## src/rtl/paddle_pulse_gen.sv

```systemverilog
// Paddle emulator for one player: holds a paddle position and, once per frame, emits a
// pot-style pulse that rises after "position" HSYNC rises following each VSYNC rise.
module paddle_pulse_gen #(
  parameter int POS_W     = 9,
  parameter int POS_MAX   = 255,
  parameter int POS_INIT  = 128,
  parameter int STEP_SLOW = 5,
  parameter int STEP_FAST = 8
) (
  input  logic             clk_sys,
  input  logic             reset,
  input  logic             hs,
  input  logic             vs,
  input  logic             btn_up,
  input  logic             btn_down,
  input  logic             fast,
  input  logic             analog_en,
  input  logic [7:0]       analog_y,
  output logic [POS_W-1:0] pos,
  output logic             pulse_out,
  output logic             frame_stb
);

  typedef enum logic [1:0] {IDLE, COUNT, FIRED} state_t;

  localparam logic [POS_W:0] MAX_W  = (POS_W+1)'(POS_MAX);
  localparam logic [POS_W:0] SLOW_W = (POS_W+1)'(STEP_SLOW);
  localparam logic [POS_W:0] FAST_W = (POS_W+1)'(STEP_FAST);

  state_t           state, state_nx;
  logic [POS_W-1:0] counter, counter_nx, pos_nx;
  logic             pulse_nx;
  logic             hs_r, hs_p, vs_r, vs_p;
  logic             hs_rise, vs_rise;
  logic [POS_W:0]   step, sum, a_val;

  assign hs_rise = hs_r & ~hs_p;
  assign vs_rise = vs_r & ~vs_p;

  // Position math runs one bit wider so the clamp sees overflow instead of a wrap.
  assign step  = fast ? FAST_W : SLOW_W;
  assign sum   = {1'b0, pos} + step;
  assign a_val = (POS_W+1)'(analog_y ^ 8'h80);

  always_comb begin
    pos_nx = pos;
    if (vs_rise) begin
      if (analog_en)
        pos_nx = (a_val > MAX_W) ? MAX_W[POS_W-1:0] : a_val[POS_W-1:0];
      else if (btn_up)
        pos_nx = ({1'b0, pos} < step) ? '0 : pos - step[POS_W-1:0];
      else if (btn_down)
        pos_nx = (sum > MAX_W) ? MAX_W[POS_W-1:0] : sum[POS_W-1:0];
    end
  end

  always_comb begin
    state_nx   = state;
    counter_nx = counter;
    case (state)
      IDLE: begin
        if (vs_rise) begin
          state_nx   = COUNT;
          counter_nx = pos;
        end
      end
      COUNT: begin
        // A frame start always restarts the count, even mid-charge.
        if (vs_rise)             counter_nx = pos;
        else if (counter == '0)  state_nx   = FIRED;
        else if (hs_rise)        counter_nx = counter - 1'b1;
      end
      FIRED: begin
        if (vs_rise) begin
          state_nx   = COUNT;
          counter_nx = pos;
        end
      end
      default: state_nx = IDLE;
    endcase
    pulse_nx = (state == FIRED) || ((state == COUNT) && (counter == '0));
  end

  always_ff @(posedge clk_sys) begin
    if (reset) begin
      state     <= IDLE;
      counter   <= '0;
      pos       <= POS_W'(POS_INIT);
      pulse_out <= 1'b0;
      frame_stb <= 1'b0;
      hs_r      <= 1'b0;
      hs_p      <= 1'b0;
      vs_r      <= 1'b0;
      vs_p      <= 1'b0;
    end else begin
      state     <= state_nx;
      counter   <= counter_nx;
      pos       <= pos_nx;
      pulse_out <= pulse_nx;
      frame_stb <= vs_rise;
      hs_r      <= hs;
      hs_p      <= hs_r;
      vs_r      <= vs;
      vs_p      <= vs_r;
    end
  end

endmodule

```

## config.mk

```make
export PLATFORM = sky130hd
export DESIGN_NAME = paddle_pulse_gen
export DESIGN_NICKNAME = d
export VERILOG_FILES = /design/src/rtl/paddle_pulse_gen.sv
export SDC_FILE = /design/constraint.sdc
export NUM_CORES = 1
export LEC_CHECK = 0
export BUFFER_PORTS_ARGS = -buffer_cell sky130_fd_sc_hd__buf_2
export CAP_MARGIN = 40
export CORE_MARGIN = 10
export CORE_UTILIZATION = 51
export DETAILED_ROUTE_END_ITERATION = 10
export PLACE_DENSITY = 0.75
export SLEW_MARGIN = 30
export SYNTH_ARGS = -nofsm -noshare
export SYNTH_HDL_FRONTEND = slang
export SYNTH_SLANG_ARGS = --single-unit
```

## constraint.sdc

```tcl
create_clock -name clk_sys -period 2.1 [get_ports clk_sys]
set_input_delay 0.315 -clock clk_sys [delete_from_list [all_inputs] [get_ports clk_sys]]
set_output_delay 0.315 -clock clk_sys [all_outputs]
set_load 0.01 [all_outputs]
```

# Yosys cells after proc, flatten, opt, wreduce, memory -nomap -nowiden
# Index checks and enable logic that the tools add are counted.
[op_classes]
n_reduce_logical = 10
n_addsub = 3
magnitude_cmp = 3
n_bitwise = 5
n_eq_ne = 7
n_mux = 16
[op_table]
columns = ["op", "n"]
rows = [
  ["9-bit two-way mux", 9],
  ["9-bit case mux with 2 select lines", 1],
  ["9-bit by 4-bit adder with 10-bit output", 1],
  ["10-bit by 8-bit > comparator with 1-bit output (second input constant)", 1],
  ["9-bit logical NOT", 1],
  ["9-bit by 4-bit < comparator with 1-bit output", 1],
  ["9-bit by 1-bit subtractor with 9-bit output (second input constant)", 1],
  ["9-bit by 4-bit subtractor with 9-bit output", 1],
  ["8-bit > comparator (second input constant)", 1],
  ["8-bit two-way mux", 1],
  ["2-bit two-way mux", 3],
  ["3-bit inequality test (second input constant)", 2],
  ["4-bit two-way mux", 1],
  ["2-bit inequality test (second input constant)", 2],
  ["2-bit case mux with 2 select lines", 1],
  ["4-bit AND reduction", 1],
  ["1-bit NOT", 3],
  ["3-bit AND reduction", 1],
  ["3-bit nonzero test", 1],
  ["1-bit bitwise AND", 2],
  ["2-bit by 1-bit == test with 1-bit output (second input constant)", 1],
  ["2-bit == test (second input constant)", 1],
  ["2-bit logical NOT", 1],
  ["2-bit by 1-bit inequality test with 1-bit output (second input constant)", 1],
  ["5 further kinds", 5],
]
[word_totals]
wordCells = 53
inputBits = 16
ff_bits = 26
output_inout_bits = 11

# Depth between registers and ports, before layout
[logic_depth]
ltp_word = 7
depth_mapped = 8
depth_no_buf = 8

# Worst setup path before layout
# Ideal clock, no wire load.
[synth_timing]
path_type = "in2reg"
from = "input port fast"
to = "register pos[2]"
path_slack_ns = 0.007
path_stages = 8
arrival_time_ns = 2.022
setup_time_ns = 0.070
required_ns = 2.030
path_buffers = 0
path_cell_list = "inv_1 -> ha_1 -> ha_1 -> a211oi_1 -> o41a_1 -> o21ai_0 -> o221ai_1 -> a21oi_1"
[synth_between]
elab_chain_cells = 7
elab_cells_between_ends = 10
classes_between = "2 x add/sub; 2 x order compare; 6 x mux"
[synth_lines]
columns = ["item", "line", "source"]
rows = [
  ["from (decl)", "16", "input logic fast,"],
  ["4-bit two-way mux *", "41", "assign step = fast ? FAST_W : SLOW_W;"],
  ["9-bit by 4-bit adder with 10-bit output", "42", "assign sum = {1'b0, pos} + step;"],
  ["10-bit by 8-bit > comparator with 1-bit output", "53", "pos_nx = (sum > MAX_W) ? MAX_W[POS_W-1:0] : sum[POS_W-1:0];"],
  ["9-bit two-way mux", "53", ""],
  ["9-bit two-way mux", "52", "else if (btn_down)"],
  ["9-bit two-way mux *", "50", "else if (btn_up)"],
  ["9-bit two-way mux *", "48", "if (analog_en)"],
  ["to (signal assigned)", "88", "pos <= POS_W'(POS_INIT);"],
  ["to (signal assigned)", "98", "pos <= pos_nx;"],
  ["to (decl)", "19", "output logic [POS_W-1:0] pos,"],
]
# Every way passes the cells marked *; elsewhere a longest branch is shown, timed or not. The select of a mux whose other input is x is not followed.
# A chain may end at the register's enable or synchronous reset.

# Worst setup path in the final report
[layout_timing]
from = "register counter[1]"
to = "register state[1]"
[layout_between]
elab_chain_cells = 3
[layout_lines]
columns = ["item", "line", "source"]
rows = [
  ["from (decl)", "31", "logic [POS_W-1:0] counter, counter_nx, pos_nx;"],
  ["from (signal assigned)", "97", "counter <= counter_nx;"],
  ["9-bit logical NOT", "70", "else if (counter == '0) state_nx = FIRED;"],
  ["2-bit inequality test (no line)", "--", ""],
  ["3-bit AND reduction (no line)", "--", ""],
  ["to (signal assigned)", "96", "state <= state_nx;"],
  ["to (decl)", "30", "state_t state, state_nx;"],
]
# No other way between the ends.

==> flow_metrics.py <==
metrics = {
    "run_status": {
        "status": "finished, final reports clean",
    },
    "placement": {
        "hpwlAfterDp_um": 4004,
        "gp_congestion": 0.9438,
        "portBuffers": 26,
        "dpl_worst_slack_ps": -121.6,
    },
    "die": {
        "initial_utilization": 0.5425,
        "dieArea_um2": 6444,
        "die_width_um": 80.28,
        "rows": 21,
        "ioPinCount": 27,
        "chipHeight_um": 80.28,
        "coreArea_um2": 3416,
    },
    "route": {
        "dr.pass1.iters": 5,
        "routed_wl_um": 5258,
        "postRouteAntennaNets": 0,
        "vias_per_cell": 6.103,
        "post-route-drc-count": 0,
        "drt-initial-drc-count": 246,
        "wire_per_inst_um": 15.98,
        "num_vias": 2008,
    },
    "final_layout": {
        "layout.nets": 309,
        "multi_input_area_um2": 1257,
        "final_common_cell": "buf_2",
        "syn2layout_area_growth_pct": 22.08,
        "regArea_um2": 524.3,
        "fin_util": 0.6623,
        "n_antenna_cell": 0,
        "layout-drive-gt1-share": 0.2580,
        "nFillCells": 319,
        "layout_common_cells": "26 x buf_2, 25 x buf_4, 24 x a21oi_1",
    },
    "setup_path": {
        "end_kind": "flip-flop",
        "reg2regPathDepth": 7,
        "worstSetupStartpoint": "counter[1]",
        "worstSetupPathType": "reg -> reg",
        "worstPathArrival_ps": 2350,
        "r2r_slack_ps": 30,
        "r2r_end": "state[1]",
        "critPathCapture": "state[1]",
        "cp_max_fo": 3,
        "reg2reg_from": "counter[1]",
        "worstSetupStartpointType": "flip-flop",
        "required_ps": 2380,
    },
    "sta": {
        "hold_violations": 0,
        "setup_violations": 0,
        "fmax_mhz": 482.4,
        "min_period_over_period": 0.9872,
        "fin_tns_setup_ps": 0,
        "maxSlewHeadroom": 0.6475,
        "finalCriticalPeriod_ps": 2073,
        "drv_slew": 0,
        "rsz0062_at_grt": "true",
        "fin_ws_ps": 26.83,
        "worstMarginPinSlew_ps": 521.4,
        "fin_skew_ps": 4.651,
    },
    "synthesis": {
        "synth_warnings": 0,
        "synth_top_area_frac": 0.2809,
        "syn_area_per_cell_um2": 7.689,
        "synth_ff_type": "dfxtp_1",
        "synth-seq-cells": 26,
        "synthTopCellsByArea": "dfxtp_1 28%, a21oi_1 6.5%, ha_1 6.1%, o21ai_0 4.6%, nor2_1 3.6%",
        "yosys.area.top_type": "dfxtp_1",
        "yosysSeqAreaShare": 0.2809,
        "syn_inst": 241,
        "synth_cell_type_count": 57,
        "synth_enable_flop_cells": 0,
        "syn_nets": 266,
        "synthArstFlopShare": 0,
        "syn_area_um2": 1853,
    },
    "hold_path": {
        "hp-start": "hs",
        "min-delay-path-class": "in -> reg",
    },
    "cts": {
        "clkSlewWorstSetupHoldPaths_ps": 140,
        "cts-htree-levels": 1,
        "cts_num_sinks": 26,
        "postCtsSetupRepairBufs": 0,
        "cts_tree": "yes",
        "cts_max_path_buffers": 2,
        "clk_latency_ps": 320,
        "cts_buffers": 3,
        "cts-root-buf": "clkbuf_4",
    },
    "grt": {
        "grt_pass1_vias": 1832,
        "grt_start_max_net_pins": 30,
        "grt_use_total": 0.1599,
        "antenna_found_initial": 0,
        "grt-ovfl-total": 0,
        "grt_pass1_wl_um": 8549,
    },
    "power": {
        "p_leak_uw": 0.0009372,
        "power_uw": 1185,
        "peakVddDrop_mv": 0.4113,
        "power_density_nw_per_um2": 523.9,
    },
    "flow_run": {
        "drv_cap": 0,
    },
}
-- routing by layer --
metal | wire [um] | track usage
met1 | 2463 | 0.2174
met4 | 38 | 0.02817
met2 | 2291 | 0.2448
met5 | 0 | 0
met3 | 465 | 0.04677
-- state kept, by name, indices dropped and copies added (netlist names) --
signal and flops:
vs_p 1, vs_r 1, pulse_out 1, state 2, hs_r 1, hs_p 1, pos 9, frame_stb 1
counter 9
-- what timing repair did --
action / CTS / global route
resized for setup: 0 / 13
hold buffers: 0 / 0
endpoints found under the setup margin: 0 / 18
-- synth_stat cells (7+ instances only) --
cell type and instances:
o21ai_0 17, a211oi_1 7, nand2_1 16, ha_1 9
or3_1 8, inv_1 12, dfxtp_1 26, clkbuf_1 10
a21oi_1 24, nor2b_1 9, nor3_1 7, nor2_1 18
-- report_power, final --
group	leakage, uW	total (uW)	switching (uW)	internal [uW]
sequential	0.000214	547	28.3	518
combinational	0.000703	387	207	179
clock	0.0000210	252	146	106
-- critical path, cell delays in order, from the launching register on --
cell and delay [ps]:
dfxtp_1 330, inv_1 90, ha_4 130, or4b_4 460, or3_4 430, or3_1 330
a21oi_2 130, and2_1 130
-- how the worst min path moves through the flow --
stage | cells past startpoint | end | slack (ps)
2_1_floorplan | 1 | hs_p | 430
3_3_place_gp | 1 | hs_p | 440
3_5_place_dp | 1 | hs_p | 470
4_1_cts | 2 | hs_r | 190
5_1_grt | 2 | hs_r | 200
6_report | 2 | hs_r | 190
-- final cells by class --
cell class	instances	area share
Sequential cell	26	0.2317
Tap cell	46	0.02544
Multi-Input combinational cell	188	0.5559
Timing Repair Buffer	52	0.1493
Clock buffer	4	0.01604
Inverter	13	0.02157
-- cell families after synthesis --
group / share of synthesized area
and+or+nand+nor: 0.2532
AOI/OAI and AO/OA: 0.3201
xor gates and xnor gates: 0.01418
muxes: 0.01080
adders and majority gates: 0.06077
DFF: 0.2809
buffers and inverters: 0.06009
-- metrics by stage --
stage               cells  hold WS, ps  cell area, um2
floorplan             241        429.4            1853
global placement      325        442.6            2186
detailed placement    325        465.7            2186
CTS                   329        188.1            2222
global route          329        200.5            2262
finish                329        191.0            2262
Note: power is estimated with default switching activity, not from simulation.
